### src/rtl/piece_generator.sv
// ---------------------------------------------------------------------------
// piece_generator
//   Spawns, rotates and moves a four-tile falling piece on a BOARD_W x BOARD_H
//   board. Candidate moves and rotations are bounds-checked in a dedicated
//   CHECK cycle. The result is committed only if every tile stays on the board.
//
// Ports
//   clk, rst                 clock (rising edge), asynchronous active-high reset
//   spawn_req                start a new piece at (SPAWN_X, 0), rotation 0
//   rot_req, rot_dir         rotate request; rot_dir 0 = clockwise, 1 = ccw
//   anchor_ld, anchor_x/y    request to move the anchor to (anchor_x, anchor_y)
//   shape_sel                shape code used when RANDOM == 0 (7 acts as 0)
//   t0..t3_x / t0..t3_y      registered tile coordinates
//   shape_id, rot_state      current shape and rotation
//   next_shape               preview of the shape used by the next spawn
//   valid, busy              piece live / bounds check in progress
//   spawn_done, move_ok,     one-cycle status pulses
//   move_fail
// ---------------------------------------------------------------------------
module piece_generator #(
    parameter int BOARD_W = 10,
    parameter int BOARD_H = 20,
    parameter int X_W     = 4,
    parameter int Y_W     = 5,
    parameter int SPAWN_X = 4,
    parameter int RANDOM  = 1
) (
    input  logic           clk,
    input  logic           rst,
    input  logic           spawn_req,
    input  logic           rot_req,
    input  logic           rot_dir,
    input  logic           anchor_ld,
    input  logic [X_W-1:0] anchor_x,
    input  logic [Y_W-1:0] anchor_y,
    input  logic [2:0]     shape_sel,
    output logic [X_W-1:0] t0_x,
    output logic [X_W-1:0] t1_x,
    output logic [X_W-1:0] t2_x,
    output logic [X_W-1:0] t3_x,
    output logic [Y_W-1:0] t0_y,
    output logic [Y_W-1:0] t1_y,
    output logic [Y_W-1:0] t2_y,
    output logic [Y_W-1:0] t3_y,
    output logic [2:0]     shape_id,
    output logic [1:0]     rot_state,
    output logic [2:0]     next_shape,
    output logic           valid,
    output logic           busy,
    output logic           spawn_done,
    output logic           move_ok,
    output logic           move_fail
);

    localparam int SX_W = X_W + 2;
    localparam int SY_W = Y_W + 2;
    localparam logic signed [SX_W-1:0] BW = SX_W'(BOARD_W);
    localparam logic signed [SY_W-1:0] BH = SY_W'(BOARD_H);

    typedef enum logic [1:0] {IDLE, LOAD, ACTIVE, CHECK} state_t;

    state_t         state, state_next;
    logic           do_spawn, do_rot, do_move;

    logic [7:0]     lfsr;
    logic [X_W-1:0] anc_x, cand_x;
    logic [Y_W-1:0] anc_y, cand_y;
    logic [1:0]     cand_rot;
    logic [X_W-1:0] tile_x [4];
    logic [Y_W-1:0] tile_y [4];

    // Tiles of the candidate (shape_id, cand_rot, cand_x, cand_y).
    logic [X_W-1:0] cand_tx [4];
    logic [Y_W-1:0] cand_ty [4];
    logic           cand_ok;

    logic [2:0]     sel_shape, lfsr_shape, spawn_shape;

    assign sel_shape   = (shape_sel == 3'd7) ? 3'd0 : shape_sel;
    assign lfsr_shape  = (lfsr[2:0] == 3'd7) ? 3'd0 : lfsr[2:0];
    assign spawn_shape = (RANDOM != 0) ? next_shape : sel_shape;

    // Rotation-0 offsets, one byte per tile ({dx, dy} as signed nibbles),
    // tile 0 in the low byte.
    function automatic logic [31:0] base_offsets(input logic [2:0] shp);
        case (shp)
            3'd1:    base_offsets = 32'h13_12_11_10; // I
            3'd2:    base_offsets = 32'h11_20_10_00; // T
            3'd3:    base_offsets = 32'h12_02_01_00; // L
            3'd4:    base_offsets = 32'h12_02_11_10; // J
            3'd5:    base_offsets = 32'h01_F1_10_00; // S (dx = -1 in tile 2)
            3'd6:    base_offsets = 32'h21_11_10_00; // Z
            default: base_offsets = 32'h11_01_10_00; // O
        endcase
    endfunction

    // ------------------------------------------------------------------
    // FSM: state register + next-state / request decode
    // ------------------------------------------------------------------
    always_ff @(posedge clk or posedge rst) begin
        if (rst) state <= IDLE;
        else     state <= state_next;
    end

    always_comb begin
        // NOTE: every output of this block is given a default first so no
        // path through the case statement can infer a latch.
        state_next = state;
        do_spawn   = 1'b0;
        do_rot     = 1'b0;
        do_move    = 1'b0;
        case (state)
            IDLE: begin
                if (spawn_req) begin
                    do_spawn   = 1'b1;
                    state_next = LOAD;
                end
            end
            LOAD:   state_next = ACTIVE;
            ACTIVE: begin
                if (spawn_req) begin
                    do_spawn   = 1'b1;
                    state_next = LOAD;
                end else if (anchor_ld) begin
                    do_move    = 1'b1;
                    state_next = CHECK;
                end else if (rot_req) begin
                    do_rot     = 1'b1;
                    state_next = CHECK;
                end
            end
            CHECK:   state_next = ACTIVE;
            default: state_next = IDLE;
        endcase
    end

    // ------------------------------------------------------------------
    // Candidate tile computation and bounds check
    // ------------------------------------------------------------------
    logic [31:0]            offs;
    logic [1:0]             eff_rot;
    logic signed [3:0]      dx, dy, tmp;
    logic signed [SX_W-1:0] sx;
    logic signed [SY_W-1:0] sy;

    always_comb begin
        offs    = base_offsets(shape_id);
        eff_rot = (shape_id == 3'd0) ? 2'd0 : cand_rot; // O never rotates
        cand_ok = 1'b1;
        dx      = '0;
        dy      = '0;
        tmp     = '0;
        sx      = '0;
        sy      = '0;
        for (int i = 0; i < 4; i++) begin
            dx = offs[i*8+4 +: 4];
            dy = offs[i*8   +: 4];
            // Clockwise quarter turn (dx,dy) -> (-dy,dx), applied eff_rot times.
            for (int k = 0; k < 3; k++) begin
                if (2'(k) < eff_rot) begin
                    tmp = dx;
                    dx  = -dy;
                    dy  = tmp;
                end
            end
            sx = $signed({2'b00, cand_x}) + SX_W'(dx);
            sy = $signed({2'b00, cand_y}) + SY_W'(dy);
            cand_tx[i] = sx[X_W-1:0];
            cand_ty[i] = sy[Y_W-1:0];
            if (sx[SX_W-1] || sx >= BW || sy[SY_W-1] || sy >= BH)
                cand_ok = 1'b0;
        end
    end

    // ------------------------------------------------------------------
    // Datapath registers
    // ------------------------------------------------------------------
    always_ff @(posedge clk or posedge rst) begin
        // NOTE: sequential state uses non-blocking assignments only, so every
        // register sees the pre-edge values of the others.
        if (rst) begin
            lfsr       <= 8'hA5;
            shape_id   <= '0;
            rot_state  <= '0;
            next_shape <= '0;
            anc_x      <= '0;
            anc_y      <= '0;
            cand_x     <= '0;
            cand_y     <= '0;
            cand_rot   <= '0;
            valid      <= 1'b0;
            busy       <= 1'b0;
            spawn_done <= 1'b0;
            move_ok    <= 1'b0;
            move_fail  <= 1'b0;
            for (int i = 0; i < 4; i++) begin
                tile_x[i] <= '0;
                tile_y[i] <= '0;
            end
        end else begin
            // x^8 + x^6 + x^5 + x^4 + 1, Fibonacci form
            lfsr       <= {lfsr[6:0], lfsr[7] ^ lfsr[5] ^ lfsr[4] ^ lfsr[3]};
            spawn_done <= 1'b0;
            move_ok    <= 1'b0;
            move_fail  <= 1'b0;

            if (RANDOM != 0) begin
                if (do_spawn) next_shape <= lfsr_shape;
            end else begin
                next_shape <= sel_shape;
            end

            // The spawn position is also loaded as the candidate so LOAD can
            // reuse the same tile calculator as CHECK.
            if (do_spawn) begin
                shape_id  <= spawn_shape;
                rot_state <= 2'd0;
                anc_x     <= X_W'(SPAWN_X);
                anc_y     <= '0;
                cand_rot  <= 2'd0;
                cand_x    <= X_W'(SPAWN_X);
                cand_y    <= '0;
            end

            if (do_rot) begin
                cand_rot <= rot_dir ? rot_state - 2'd1 : rot_state + 2'd1;
                cand_x   <= anc_x;
                cand_y   <= anc_y;
                busy     <= 1'b1;
            end

            if (do_move) begin
                cand_rot <= rot_state;
                cand_x   <= anchor_x;
                cand_y   <= anchor_y;
                busy     <= 1'b1;
            end

            if (state == LOAD) begin
                for (int i = 0; i < 4; i++) begin
                    tile_x[i] <= cand_tx[i];
                    tile_y[i] <= cand_ty[i];
                end
                valid      <= 1'b1;
                spawn_done <= 1'b1;
            end

            if (state == CHECK) begin
                busy <= 1'b0;
                if (cand_ok) begin
                    for (int i = 0; i < 4; i++) begin
                        tile_x[i] <= cand_tx[i];
                        tile_y[i] <= cand_ty[i];
                    end
                    rot_state <= cand_rot;
                    anc_x     <= cand_x;
                    anc_y     <= cand_y;
                    move_ok   <= 1'b1;
                end else begin
                    move_fail <= 1'b1;
                end
            end
        end
    end

    assign t0_x = tile_x[0];
    assign t1_x = tile_x[1];
    assign t2_x = tile_x[2];
    assign t3_x = tile_x[3];
    assign t0_y = tile_y[0];
    assign t1_y = tile_y[1];
    assign t2_y = tile_y[2];
    assign t3_y = tile_y[3];

endmodule

### config.mk
export PLATFORM = sky130hd
export DESIGN_NAME = piece_generator
export DESIGN_NICKNAME = d
export VERILOG_FILES = /design/src/rtl/piece_generator.sv
export SDC_FILE = /design/constraint.sdc
export NUM_CORES = 1
export LEC_CHECK = 0
export BUFFER_PORTS_ARGS = -buffer_cell sky130_fd_sc_hd__buf_4
export CAP_MARGIN = 20
export CORE_MARGIN = 2
export CORE_UTILIZATION = 54
export CTS_CLUSTER_SIZE = 8
export DETAILED_ROUTE_END_ITERATION = 8
export PLACE_DENSITY_LB_ADDON = 0.05
export SETUP_SLACK_MARGIN = 0.4
export SLEW_MARGIN = 40
export SYNTH_ARGS = -nofsm -noshare
export SYNTH_HDL_FRONTEND = slang
export SYNTH_SLANG_ARGS = --single-unit
### constraint.sdc
create_clock -name clk -period 4.35 [get_ports clk]
set_clock_uncertainty 0.05 [all_clocks]
set_input_delay 0.435 -clock clk [delete_from_list [all_inputs] [get_ports clk]]
set_output_delay 0.435 -clock clk [all_outputs]
set_load 0.02 [all_outputs]
After elaboration in Yosys (flattened, before gate mapping)
Index checks and enable logic that the tools add are counted.

Flip-flop bits (word level): 79. Bits of input ports: 18.

Eq/ne operators: 12. Multiplexer cells: 78. $add $sub $neg: 22. Bitwise operators: 3. Reduce and logical (&&, ||, !) cells: 19. Magnitude comparators: 11.

Operator list (number): 30-bit one-hot mux with 6 select lines (1); 4-bit 2-to-1 mux (30); 20-bit 2-to-1 mux (3); 16-bit 2-to-1 mux (3); 4-bit negator (12); 5-bit 2-to-1 mux (6); 6-bit by 4-bit adder with 7-bit output (4); 7-bit by 6-bit >= comparator with 1-bit output, second input constant (4); 5-bit by 4-bit adder with 6-bit output (4); 6-bit by 5-bit >= comparator with 1-bit output, second input constant (4); 2-bit 2-to-1 mux (12); 1-bit 2-to-1 mux (21); 3-bit equality test, second input constant (4); 1-bit logical OR (12); 3-bit by 2-bit equality test with 1-bit output, second input constant (2); 2-bit one-hot mux with 3 select lines (1); 3-bit nonzero test (2); 2-bit equality test, second input constant (2); 1-bit by 2-bit less-than comparator with 1-bit output, first input constant (2); 4-bit != test, second input constant (1); 2-bit OR reduction (2); 3-bit by 1-bit equality test with 1-bit output, second input constant (1); 3-bit zero test (1); 3-bit 2-to-1 mux (1); 8 further kinds (10).

Depth between registers and ports, before layout
Gate-level depths: netlist of the first run.

Word-level depth: 18. Depth in mapped cells: 24. Depth with buffers taken out: 20.

Least setup slack after synthesis of the first run
No wires, ideal clock.

Path kind: reg-to-reg. Start: register shape_id[0]. End: register tile_y, in the netlist t0_y[0]. Required time: 4.175 ns. Cell stages (with the launch flop): 21. Library setup time: 0.125 ns. Arrival: 4.660 ns. Path buffers: 4. Setup slack: -0.485 ns. Cells stage by stage: dfrtp_1 > buf_2 > buf_1 > clkbuf_1 > a21oi_1 > o221ai_1 > ha_1 > nand2b_1 > o211ai_1 > a222oi_1 > mux2i_1 > ha_1 > a21o_1 > a21oi_1 > nor2b_1 > a311oi_1 > nor4_2 > and4b_1 > o21ai_4 > buf_6 > mux2_4.

Longest elaborated chain between the ends: 18. Elaborated cells on any way between the ends: 82. Classes of those cells: add/sub (19); order compare (11); eq/ne (6); mux (33); reduce/logical (13).

RTL lines: start: declaration (RTL line 45) `output logic [2:0] shape_id,`; start signal: assignment (RTL line 216) `shape_id <= spawn_shape;`; parallel branches: the longest is 17 deep, another holds 5-bit by 4-bit adder with 6-bit output; 20-bit 2-to-1 mux (*) (RTL line 248) `if (state == CHECK) begin`; end signal: indexed assignment (RTL line 242) `tile_y[i] <= cand_ty[i];`; end signal: indexed assignment (RTL line 253) `tile_y[i] <= cand_ty[i];`; end: declaration (RTL line 70) `logic [Y_W-1:0] tile_y [4];`.

Mark *: on every way between the ends. A chain may end at the register's enable or synchronous reset.

Final worst setup path of the first run
Start: register cand_rot[1]. End: register tile_y, in the netlist t3_y[4].

Longest elaborated chain between the ends: 17. Elaborated cells on any way between the ends: 71. Classes of those cells: add/sub (16); order compare (11); mux (32); reduce/logical (12).

RTL lines: start: declaration (RTL line 68) `logic [1:0] cand_rot;`; start signal: assignment (RTL line 226) `cand_rot <= rot_dir ? rot_state - 2'd1 : rot_state + 2'd1;`; start signal: assignment (RTL line 233) `cand_rot <= rot_state;`; 2-bit 2-to-1 mux (*) (RTL line 148) `eff_rot = (shape_id == 3'd0) ? 2'd0 : cand_rot;`; 1-bit by 2-bit less-than comparator with 1-bit output (RTL line 160) `if (2'(k) < eff_rot) begin`; 4-bit 2-to-1 mux (RTL line 160); 4-bit negator or 4-bit 2-to-1 mux (tied branches) (RTL line 162, 160); 4-bit 2-to-1 mux or 4-bit negator (tied branches) (RTL line 160, 162); 4-bit 2-to-1 mux (RTL line 160); 5-bit by 4-bit adder with 6-bit output (RTL line 166) `sx = $signed({2'b00, cand_x}) + SX_W'(dx);`; 6-bit by 5-bit >= comparator with 1-bit output (RTL line 170) `if (sx[SX_W-1] || sx >= BW || sy[SY_W-1] || sy >= BH)`; 1-bit logical OR (3 in series) (RTL line 170); 1-bit 2-to-1 mux (4 in series) (RTL line 170); 20-bit 2-to-1 mux (RTL line 250) `if (cand_ok) begin`; 20-bit 2-to-1 mux (*) (RTL line 248).

Every way passes the cells marked *; elsewhere a longest branch is shown, timed or not.

==> results of run 1 <==
synthesized netlist by cell type, drive strengths merged, types with 5 or more instances:
cell | n | share of area
a211oi | 5 | 0.0064
a21o | 13 | 0.017
a21oi | 35 | 0.030
a222oi | 9 | 0.015
a22oi | 5 | 0.0064
a31oi | 6 | 0.0064
buf | 14 | 0.014
clkbuf | 15 | 0.0096
dfrtp | 75 | 0.32
fa | 8 | 0.027
ha | 50 | 0.11
inv | 47 | 0.030
mux2 | 25 | 0.060
mux2i | 19 | 0.032
nand2 | 64 | 0.041
nand2b | 17 | 0.018
nand3 | 16 | 0.014
nor2 | 48 | 0.031
nor2b | 9 | 0.0096
nor3 | 14 | 0.013
nor4 | 6 | 0.0075
o211ai | 12 | 0.015
o21ai | 27 | 0.025
xnor2 | 17 | 0.025
xor2 | 15 | 0.022
cell families (layout without fill, tap and decap cells):
group	Yosys count	in the layout
flops	79	79
compound gates	151	151
buf+inv	77	231
xor+xnor	32	32
mux	44	44
fa+ha+maj	58	58
simple gates	190	190
sequential cells by signal, summed over array words and instances, names as in the netlist, 2 cells and up:
register	cells
anc_x	4
anc_y	5
cand_rot	2
cand_x	4
cand_y	5
lfsr	8
next_shape	3
rot_state	2
shape_id	3
state	2
t0_x	4
t0_y	5
t1_x	4
t1_y	5
t2_x	4
t2_y	5
t3_x	4
t3_y	5
stage by stage:
step	hold WS, ns	setup WS [ns]	setup TNS, ns	utilization
floorplan	0.2830	-0.1164	-2.080	-
global route	0.04312	-0.2893	-10.19	0.7278
global placement	0.2908	-0.1334	-3.243	0.6596
CTS	0.02934	-0.06394	-1.113	0.7206
detailed placement	0.2944	-0.2042	-6.059	0.6598
finish	0.02238	-0.1209	-2.947	0.7278
where the power goes:
group          switching [mW]  leakage (nW)  total [mW]  internal [mW]
logic                    1.06          2.67        2.20           1.14
registers               0.232          1.01        1.17          0.939
clock network           0.296         0.130       0.735          0.440
total                    1.59          3.82        4.10           2.52
cell usage in the layout (no fill, tap or decap), types with 5 or more instances in the layout:
| cell type | synthesis | final |
|---|---|---|
| a222oi_1 | 9 | 9 |
| dfrtp_1 | 75 | 71 |
| nor2b_1 | 9 | 9 |
| xnor2_1 | 17 | 16 |
| buf_6 | 2 | 10 |
| o21ai_0 | 26 | 22 |
| clkbuf_8 | 0 | 9 |
| ha_1 | 50 | 47 |
| o211ai_1 | 12 | 12 |
| nand2_1 | 64 | 62 |
| xor2_1 | 15 | 14 |
| buf_4 | 1 | 149 |
| a21oi_2 | 0 | 9 |
| a22oi_1 | 5 | 5 |
| a21oi_1 | 35 | 26 |
| nor3_1 | 13 | 10 |
| inv_1 | 47 | 45 |
| nand2b_1 | 17 | 16 |
| a31oi_1 | 6 | 6 |
| mux2_2 | 7 | 7 |
| mux2_4 | 18 | 18 |
| mux2i_1 | 19 | 16 |
| a21o_1 | 13 | 13 |
| nor2_1 | 48 | 44 |
| nand3_1 | 16 | 15 |
| fa_1 | 8 | 8 |
routing by layer:
metal	wire length (um)	vias up	track usage	part of all wire
li1	-	2542	-	-
met1	7204	2586	0.3792	0.44
met2	7823	185	0.4865	0.48
met3	831	42	0.05124	0.051
met4	502	0	0.1145	0.031
met5	0	-	0	0
cell type report:
class,instances,area (um^2)
Timing Repair Buffer,167,1409
Fill cell,813,2912
Inverter,48,181.4
Tap cell,140,175.2
Clock buffer,10,127.6
Clock inverter,6,133.9
Multi-Input combinational cell,475,3772
Sequential cell,79,1987
path summary, 6_finish.rpt:
path                                       to  slack (ns)  cells past startpoint
min in group clk                    cand_y[3]        0.25                      3
worst min register to register        lfsr[7]        0.31                      0
worst min-delay path            next_shape[0]        0.02                      2
worst max register to register        t3_y[4]       -0.12                     21
worst max-delay path                  t3_y[4]       -0.12                     21
max in group asynchronous             t1_x[3]        3.20                      3
what timing repair did:
action,4_1_cts,5_1_grt
cloned,3,0
setup endpoints to repair,49,49
hold buffers,0,0
buffers inserted,15,2
resized for setup,41,15
pin swaps,7,10
==> flow_summary.toml, run 1 <==
[outcome]
status = "finished, violations left"
violations = "negative setup slack"

[final_layout]
finalInstanceArea_um2 = 7786
nets = 856
final_cell_count_no_fill = 925
synthToLayoutAreaGrowth_pct = 33.00
drive_gt1_frac = 0.3389
num_antenna_cells = 0

[sta]
slew_viol_final = 0
fin_ws_ns = -0.1209
period_share = 1.028
worstMarginPinSlew_ns = 0.6959
fmax_mhz = 223.7
rsz0062_at_grt = "yes"
slew_headroom = 0.5344
setup_viol = 35
period_needed_ns = 4.471
hold_viol_final = 0

[detailed_routing]
drc = 0
drtPass1Iterations = 5
via_per_inst = 5.789
vias = 5355
wirelength_um = 16360
postRouteAntennaNets = 0
drt_iter0_markers = 269
wl_per_cell_um = 17.69

[critical_path]
critPathLaunchType = "flop"
crit_buf_inv = 3
endpoint_kind = "flop"
rr_startpoint = "cand_rot[1]"
cp_cell_sequence = "nor2_4 > xnor2_1 > nor2_1 > a21oi_1 > ha_2 > nand2b_4 > o211ai_1 > a222oi_1 > buf_4 > mux2i_4 > ha_4 > a21o_1 > a21oi_2 > xor2_2 > o311ai_2 > nand4b_1 > and4b_2 > o21ai_4 > buf_6 > buf_12 > mux2_2"
max_stage_delay_ns = 0.43
crit_start = "cand_rot[1]"
crit_fanout = 8
crit_slowest_cell = "dfrtp_1"
cp_top_family = "compound AO/OA/AOI/OAI gates"
crit_type = "reg -> reg"
required_ns = 4.55
cp.arrival_ns = 4.67

[power_and_ir_drop]
p_per_area_nw_per_um2 = 526.8
leakagePower_nw = 3.818
total_power_mw = 4.102
vdd_drop_max_v = 0.0003452

[synthesis]
synth_compound_area_frac = 0.1791
yosys_warnings = 0
synthCells = 631
synthSimpleGateAreaFrac = 0.1539
synthXorXnorAreaFrac = 0.04787
synth_top_family_by_area = "compound AO/OA/AOI/OAI gates"
syn_avg_cell_area_um2 = 9.278
ys_types = 63
async_flop_share = 1.000
yosysSeqAreaShare = 0.3385
yosys.area_share.adder = 0.1342
synthFlopType = "dfrtp_1"
syn_area_um2 = 5854
synth_mux_area_frac = 0.09211
synth_edf_count = 0
ys_seq_elements = 79
synth_nets = 707

[job]
drv_cap = 0

[global_routing]
antenna_found_initial = 0
grt_pass1_wl_um = 26390
track_usage = 0.2923
grt_max_degree = 53
overflow = 0
grt_pass1_vias = 5325

[floorplanning]
die_x_um = 108.1
die_area_um2 = 11690
core-area_um2 = 10700
row_count = 38
start_util = 0.5473
die_y_um = 108.1
pin_count = 67

[clocking]
clk_latency_ns = 0.37
cts.path.max_buffers = 2
cts.sinks = 79
cts_buffers = 9
tritoncts = "built"
cts_max_level = 3
cts-root-buf = "clkbuf_8"
clkTransAtPathRegs_ns = 0.09

[place]
dp_cells = 889
dpl-instance-area_um2 = 7058
place_congestion = 0.9319
post-dp-hpwl_um = 11780
port_buffers = 63

[hold_path]
min_path_type = "in -> async"
No activity file was read; power rests on OpenSTA's default activity.
==> run 2, diff against run 1 <==
--- a/config.mk
+++ b/config.mk
@@ -7,8 +7,10 @@
 export LEC_CHECK = 0
 export BUFFER_PORTS_ARGS = -buffer_cell sky130_fd_sc_hd__buf_4
 export CAP_MARGIN = 20
+export CELL_PAD_IN_SITES_DETAIL_PLACEMENT = 1
+export CELL_PAD_IN_SITES_GLOBAL_PLACEMENT = 1
 export CORE_MARGIN = 2
-export CORE_UTILIZATION = 54
+export CORE_UTILIZATION = 41
 export CTS_CLUSTER_SIZE = 8
 export DETAILED_ROUTE_END_ITERATION = 8
 export PLACE_DENSITY_LB_ADDON = 0.05
==> flow_summary.toml, run 2 (same netlist as run 1, synthesis figures left out) <==
[outcome]
status = "finished, violations left"
violations = "negative setup slack"

[place]
post-dp-hpwl_um = 13640
dpl-instance-area_um2 = 7166
place_congestion = 0.8525
port_buffers = 63

[detailed_routing]
vias = 5427
wl_per_cell_um = 19.69
postRouteAntennaNets = 0
via_per_inst = 5.526
wirelength_um = 19340
drt_iter0_markers = 272
drc = 0
drtPass1Iterations = 4

[final_layout]
largest_reg_flops = 8
final_cell_mix = "buf_4, dfrtp_1, nand2_1"
synthToLayoutAreaGrowth_pct = 39.24
final_util = 0.5850
top_register = "lfsr"
finalInstanceArea_um2 = 8152
layout_commonest_cell = "buf_4"
nFillCells = 1582
drive_gt1_frac = 0.3653
nets = 873
num_antenna_cells = 0

[clocking]
clk_latency_ns = 0.35
cts.path.max_buffers = 2
cts.sinks = 79
cts_max_level = 3
cts_buffers = 9
cts-root-buf = "clkbuf_16"
tritoncts = "built"
clkTransAtPathRegs_ns = 0.06
cts_hold_buf = 0

[global_routing]
track_usage = 0.2641
grt_pass1_vias = 5807
grt_pass1_wl_um = 30790
overflow = 0
grt_max_degree = 52
antenna_found_initial = 0

[sta]
rsz0062_at_grt = "yes"
hold_viol_final = 0
fin_ws_ns = -0.3518
setup_tns_ns = -13.22
worstMarginPinSlew_ns = 0.7073
period_share = 1.081
fmax_mhz = 212.7
setup_viol = 49
whs_ns = 0.05466
slew_headroom = 0.5267
period_needed_ns = 4.702
slew_viol_final = 0

[hold_path]
min_path_type = "in -> async"

[power_and_ir_drop]
vdd_drop_max_v = 0.0003381
p_per_area_nw_per_um2 = 549.5
total_power_mw = 4.480
leakagePower_nw = 3.960

[critical_path]
crit_fanout = 9
crit_type = "reg -> reg"
reg2reg_depth = 23
endpoint_kind = "flop"
rrSetupSlack_ns = -0.35
required_ns = 4.56
rr_startpoint = "shape_id[1]"
cp.arrival_ns = 4.91
critPathLaunchType = "flop"
worst_r2r_endpoint = "t1_y[1]"

[floorplanning]
die_x_um = 123.5
die_y_um = 123.5
start_util = 0.4201
core-area_um2 = 13930
row_count = 43
die_area_um2 = 15250
pin_count = 67

[job]
drv_cap = 0
-- run 2: changes by cell type in the layout (fill, tap and decap cells not counted), sizes merged --
cell,change
clkbuf,-1
inv,+1
buf,+17
bufinv,-2
clkinv,+2
-- run 2: stage by stage --
| stage | worst slack [ns] | cells |
|---|---|---|
| CTS | -0.1959 | 977 |
| floorplan | -0.1164 | 631 |
| global route | -0.5684 | 982 |
| finish | -0.3518 | 982 |
| detailed placement | -0.3994 | 935 |
| global placement | -0.2168 | 935 |
-- run 2: timing repair --
item | CTS | global route
endpoints found under the setup margin | 49 | 49
resized for setup | 61 | 20
buffers inserted | 23 | 5
pin swaps | 20 | 11
gates cloned | 3 | 0
-- run 2: worst max-delay path, stage by stage, from the launching register on --
cell and delay (ns):
dfrtp_2 0.47, buf_4 0.19, buf_4 0.12, nor3_1 0.04, buf_4 0.14, nor2_1 0.22
nand2_1 0.17, buf_4 0.18, nor2_1 0.08, a21oi_1 0.09, buf_4 0.16, fa_1 0.43
a21o_1 0.24, a21oi_2 0.16, buf_4 0.16, xor2_4 0.21, o311ai_4 0.14, nand4b_1 0.17
and4b_2 0.29, o21ai_4 0.22, buf_6 0.17, buf_16 0.15, buf_6 0.12, mux2i_2 0.21
-- run 2: how the worst max path moves through the flow --
stage,startpoint,end,slack [ns]
finish,shape_id[1],t1_y[1],-0.35
global route,cand_rot[1],t1_y[1],-0.57
CTS,cand_rot[0],t1_y[4],-0.20
detailed placement,cand_rot[1],anc_x[2],-0.40
global placement,cand_rot[1],t0_x[3],-0.22
floorplan,shape_id[1],t0_y[0],-0.12
-- run 2: final cells by class --
cell class	instances	area (um^2)	area share
multi-input cells	475	3913	0.4800
flip-flops and latches	79	1987	0.2437
repair buffers	184	1519	0.1863
clock buffers	9	225.2	0.02763
well taps	180	225.2	0.02763
inverters	48	186.4	0.02287
clock inverters	7	96.34	0.01182
-- run 2: routing by layer --
metal / wire length, um / global-route usage / vias up
met5: 0 / 0 / -
met4: 358 / 0.08097 / 0
met3: 457 / 0.03367 / 26
met2: 9947 / 0.4729 / 94
met1: 8576 / 0.3296 / 2730
li1: - / - / 2577
-- run 2: power breakdown --
group | switching, mW | internal (mW)
sequential | 0.198 | 0.941
clock | 0.331 | 0.505
combinational | 1.23 | 1.28
==> run 3, diff against run 2 <==
--- a/config.mk
+++ b/config.mk
@@ -5,12 +5,13 @@
 export SDC_FILE = /design/constraint.sdc
 export NUM_CORES = 1
 export LEC_CHECK = 0
+export ABC_AREA = 1
 export BUFFER_PORTS_ARGS = -buffer_cell sky130_fd_sc_hd__buf_4
 export CAP_MARGIN = 20
 export CELL_PAD_IN_SITES_DETAIL_PLACEMENT = 1
 export CELL_PAD_IN_SITES_GLOBAL_PLACEMENT = 1
 export CORE_MARGIN = 2
-export CORE_UTILIZATION = 41
+export CORE_UTILIZATION = 39
 export CTS_CLUSTER_SIZE = 8
 export DETAILED_ROUTE_END_ITERATION = 8
 export PLACE_DENSITY_LB_ADDON = 0.05
==> flow_summary.toml, run 3 <==
[hold_path]
min_path_type = "in -> async"

[sta]
worstMarginPinSlew_ns = 0.7948
setup_viol = 0
hold_viol_final = 0
whs_ns = 0.08347
period_share = 0.9472
rsz0062_at_grt = "yes"
fmax_mhz = 242.7
setup_tns_ns = 0
fin_ws_ns = 0.2297
slew_headroom = 0.4693
slew_viol_final = 0
period_needed_ns = 4.120

[global_routing]
grt_pass1_vias = 5965
overflow = 0
grt_max_degree = 44
antenna_found_initial = 0
track_usage = 0.2419
grt_pass1_wl_um = 30500

[detailed_routing]
wl_per_cell_um = 17.62
drc = 0
via_per_inst = 5.155
drt_iter0_markers = 306
vias = 5758
wirelength_um = 19690
drtPass1Iterations = 4
postRouteAntennaNets = 0

[synthesis]
ys_types = 39
synthFlopType = "dfrtp_1"
yosys_warnings = 0
ys_seq_elements = 79
synth_top_area_share = 0.3277
synthCells = 793
async_flop_share = 1.000
netlist_top_cells_area = "dfrtp_1, nand2_1, ha_1"
yosysMostFrequentCell = "nand2_1"
synth_edf_count = 0
syn_area_um2 = 5727
synth_commonest_cells = "nand2_1, inv_1, nand3_1, dfrtp_1, ha_1"
synth_area_leader_cell = "dfrtp_1"
synth_nets = 869
syn_avg_cell_area_um2 = 7.222
yosysSeqAreaShare = 0.3461

[power_and_ir_drop]
vdd_drop_max_v = 0.0002249
total_power_mw = 3.240
p_per_area_nw_per_um2 = 402.1
leakagePower_nw = 4.346

[final_layout]
drive_gt1_frac = 0.3215
final_util = 0.5586
largest_reg_flops = 8
finalInstanceArea_um2 = 8058
num_antenna_cells = 0
final_cell_count_no_fill = 1117
layout_commonest_cell = "nand2_1"
final_cell_mix = "nand2_1, buf_4, inv_1"
nets = 1004
nFillCells = 1767
top_register = "lfsr"
synthToLayoutAreaGrowth_pct = 40.70

[clocking]
clkTransAtPathRegs_ns = 0.07
cts_max_level = 3
cts-root-buf = "clkbuf_16"
cts.sinks = 79
tritoncts = "built"
cts.path.max_buffers = 2
cts_hold_buf = 0
clk_latency_ns = 0.36
cts_buffers = 9

[floorplanning]
core-area_um2 = 14420
die_area_um2 = 15670
die_y_um = 125.2
row_count = 44
pin_count = 67
start_util = 0.3970
die_x_um = 125.2

[place]
dpl-instance-area_um2 = 6688
dp_cells = 1065
port_buffers = 63
place_congestion = 0.8705
post-dp-hpwl_um = 13800
place_worst_setup_slack_ns = -0.2391

[critical_path]
rrSetupSlack_ns = 0.23
cp.arrival_ns = 4.32
endpoint_kind = "flop"
crit_type = "reg -> reg"
required_ns = 4.55
crit_slowest_cell = "dfrtp_2"
critPathLaunchType = "flop"
cp_cell_sequence = "nor2_4 > nand2_4 > nand2_4 > buf_8 > nor2_1 > a31oi_2 > ha_1 > nand2_2 > o21ai_4 > fa_2 > xor2_1 > or2_4 > nand2_2 > nand2_2 > nor2_2 > nand2_2 > nor2_2 > nand3_2 > nor2_4 > nand4_4 > buf_12 > clkbuf_16 > nand3_2 > nand2_1"
crit_fanout = 8
cp_common_cell = "nand2_2"
max_stage_delay_ns = 0.49

[job]
drv_cap = 0

[outcome]
status = "finished clean"
-- run 3: cell count changes after synthesis, sizes merged, moves of 9 or more --
cell | before | now
nand2 | 64 | 280
nor3 | 14 | 2
inv | 47 | 102
clkbuf | 15 | 3
nand3 | 16 | 93
nor2b | 9 | 0
mux2 | 25 | 0
a222oi | 9 | 0
xnor2 | 17 | 8
nand2b | 17 | 0
a21o | 13 | 1
mux2i | 19 | 0
-- run 3: worst paths after layout --
path,start,to,cells past startpoint
setup / recovery,shape_id[0],t2_x[1],24
hold / removal,rst,t0_x[0],2
setup reg to reg,shape_id[0],t2_x[1],24
hold reg to reg,lfsr[6],lfsr[7],0
max in group asynchronous,rst,shape_id[0],3
min in group clk,anchor_y[3],cand_y[3],3
-- run 3: per-layer routing --
metal,GRT usage,wire length [um],up-vias
met5,0,0,-
met4,0.05490,229,0
met3,0.03723,566,16
met2,0.4172,9995,72
met1,0.3216,8894,2857
li1,-,-,2813
-- run 3: what timing repair did --
action                     CTS  global route
cloned                       1             4
gates resized for setup     73            94
pin swaps                   27            62
buffers inserted            15            16
setup endpoints to repair   49            49
-- run 3: kinds of logic (layout without fill, tap and decap cells) --
logic type	Yosys count	in the layout	share of synthesized area
simple gates	440	440	0.3264
flops	79	79	0.3461
compound gates	77	77	0.07778
buf+inv	121	261	0.08499
fa+ha+maj	58	58	0.1372
xor+xnor	18	18	0.02753
-- run 3: critical path: cells and delay by family, from the launching register on --
kind | cells | cell delay [ns]
buf+inv | 3 | 0.49
compound gates | 2 | 0.26
flops | 1 | 0.49
simple gates | 16 | 1.85
fa+ha+maj | 2 | 0.67
xor+xnor | 1 | 0.17
-- run 3: final cells by class --
cell class / instances / area, um^2 / area share
multi-input combinational: 593 / 3887 / 0.4825
sequential: 79 / 1986 / 0.2464
timing repair buffer: 141 / 1224 / 0.1519
inverter: 104 / 396.6 / 0.04922
tap: 184 / 230.2 / 0.02857
clock buffer: 9 / 225.2 / 0.02795
clock inverter: 7 / 108.9 / 0.01351
-- run 3: report_power, final --
group          internal (mW)  switching [mW]  leakage [nW]
clock                  0.517           0.361         0.165
sequential             0.909           0.153          1.03
combinational          0.558           0.742          3.15
total                   1.98            1.26          4.35
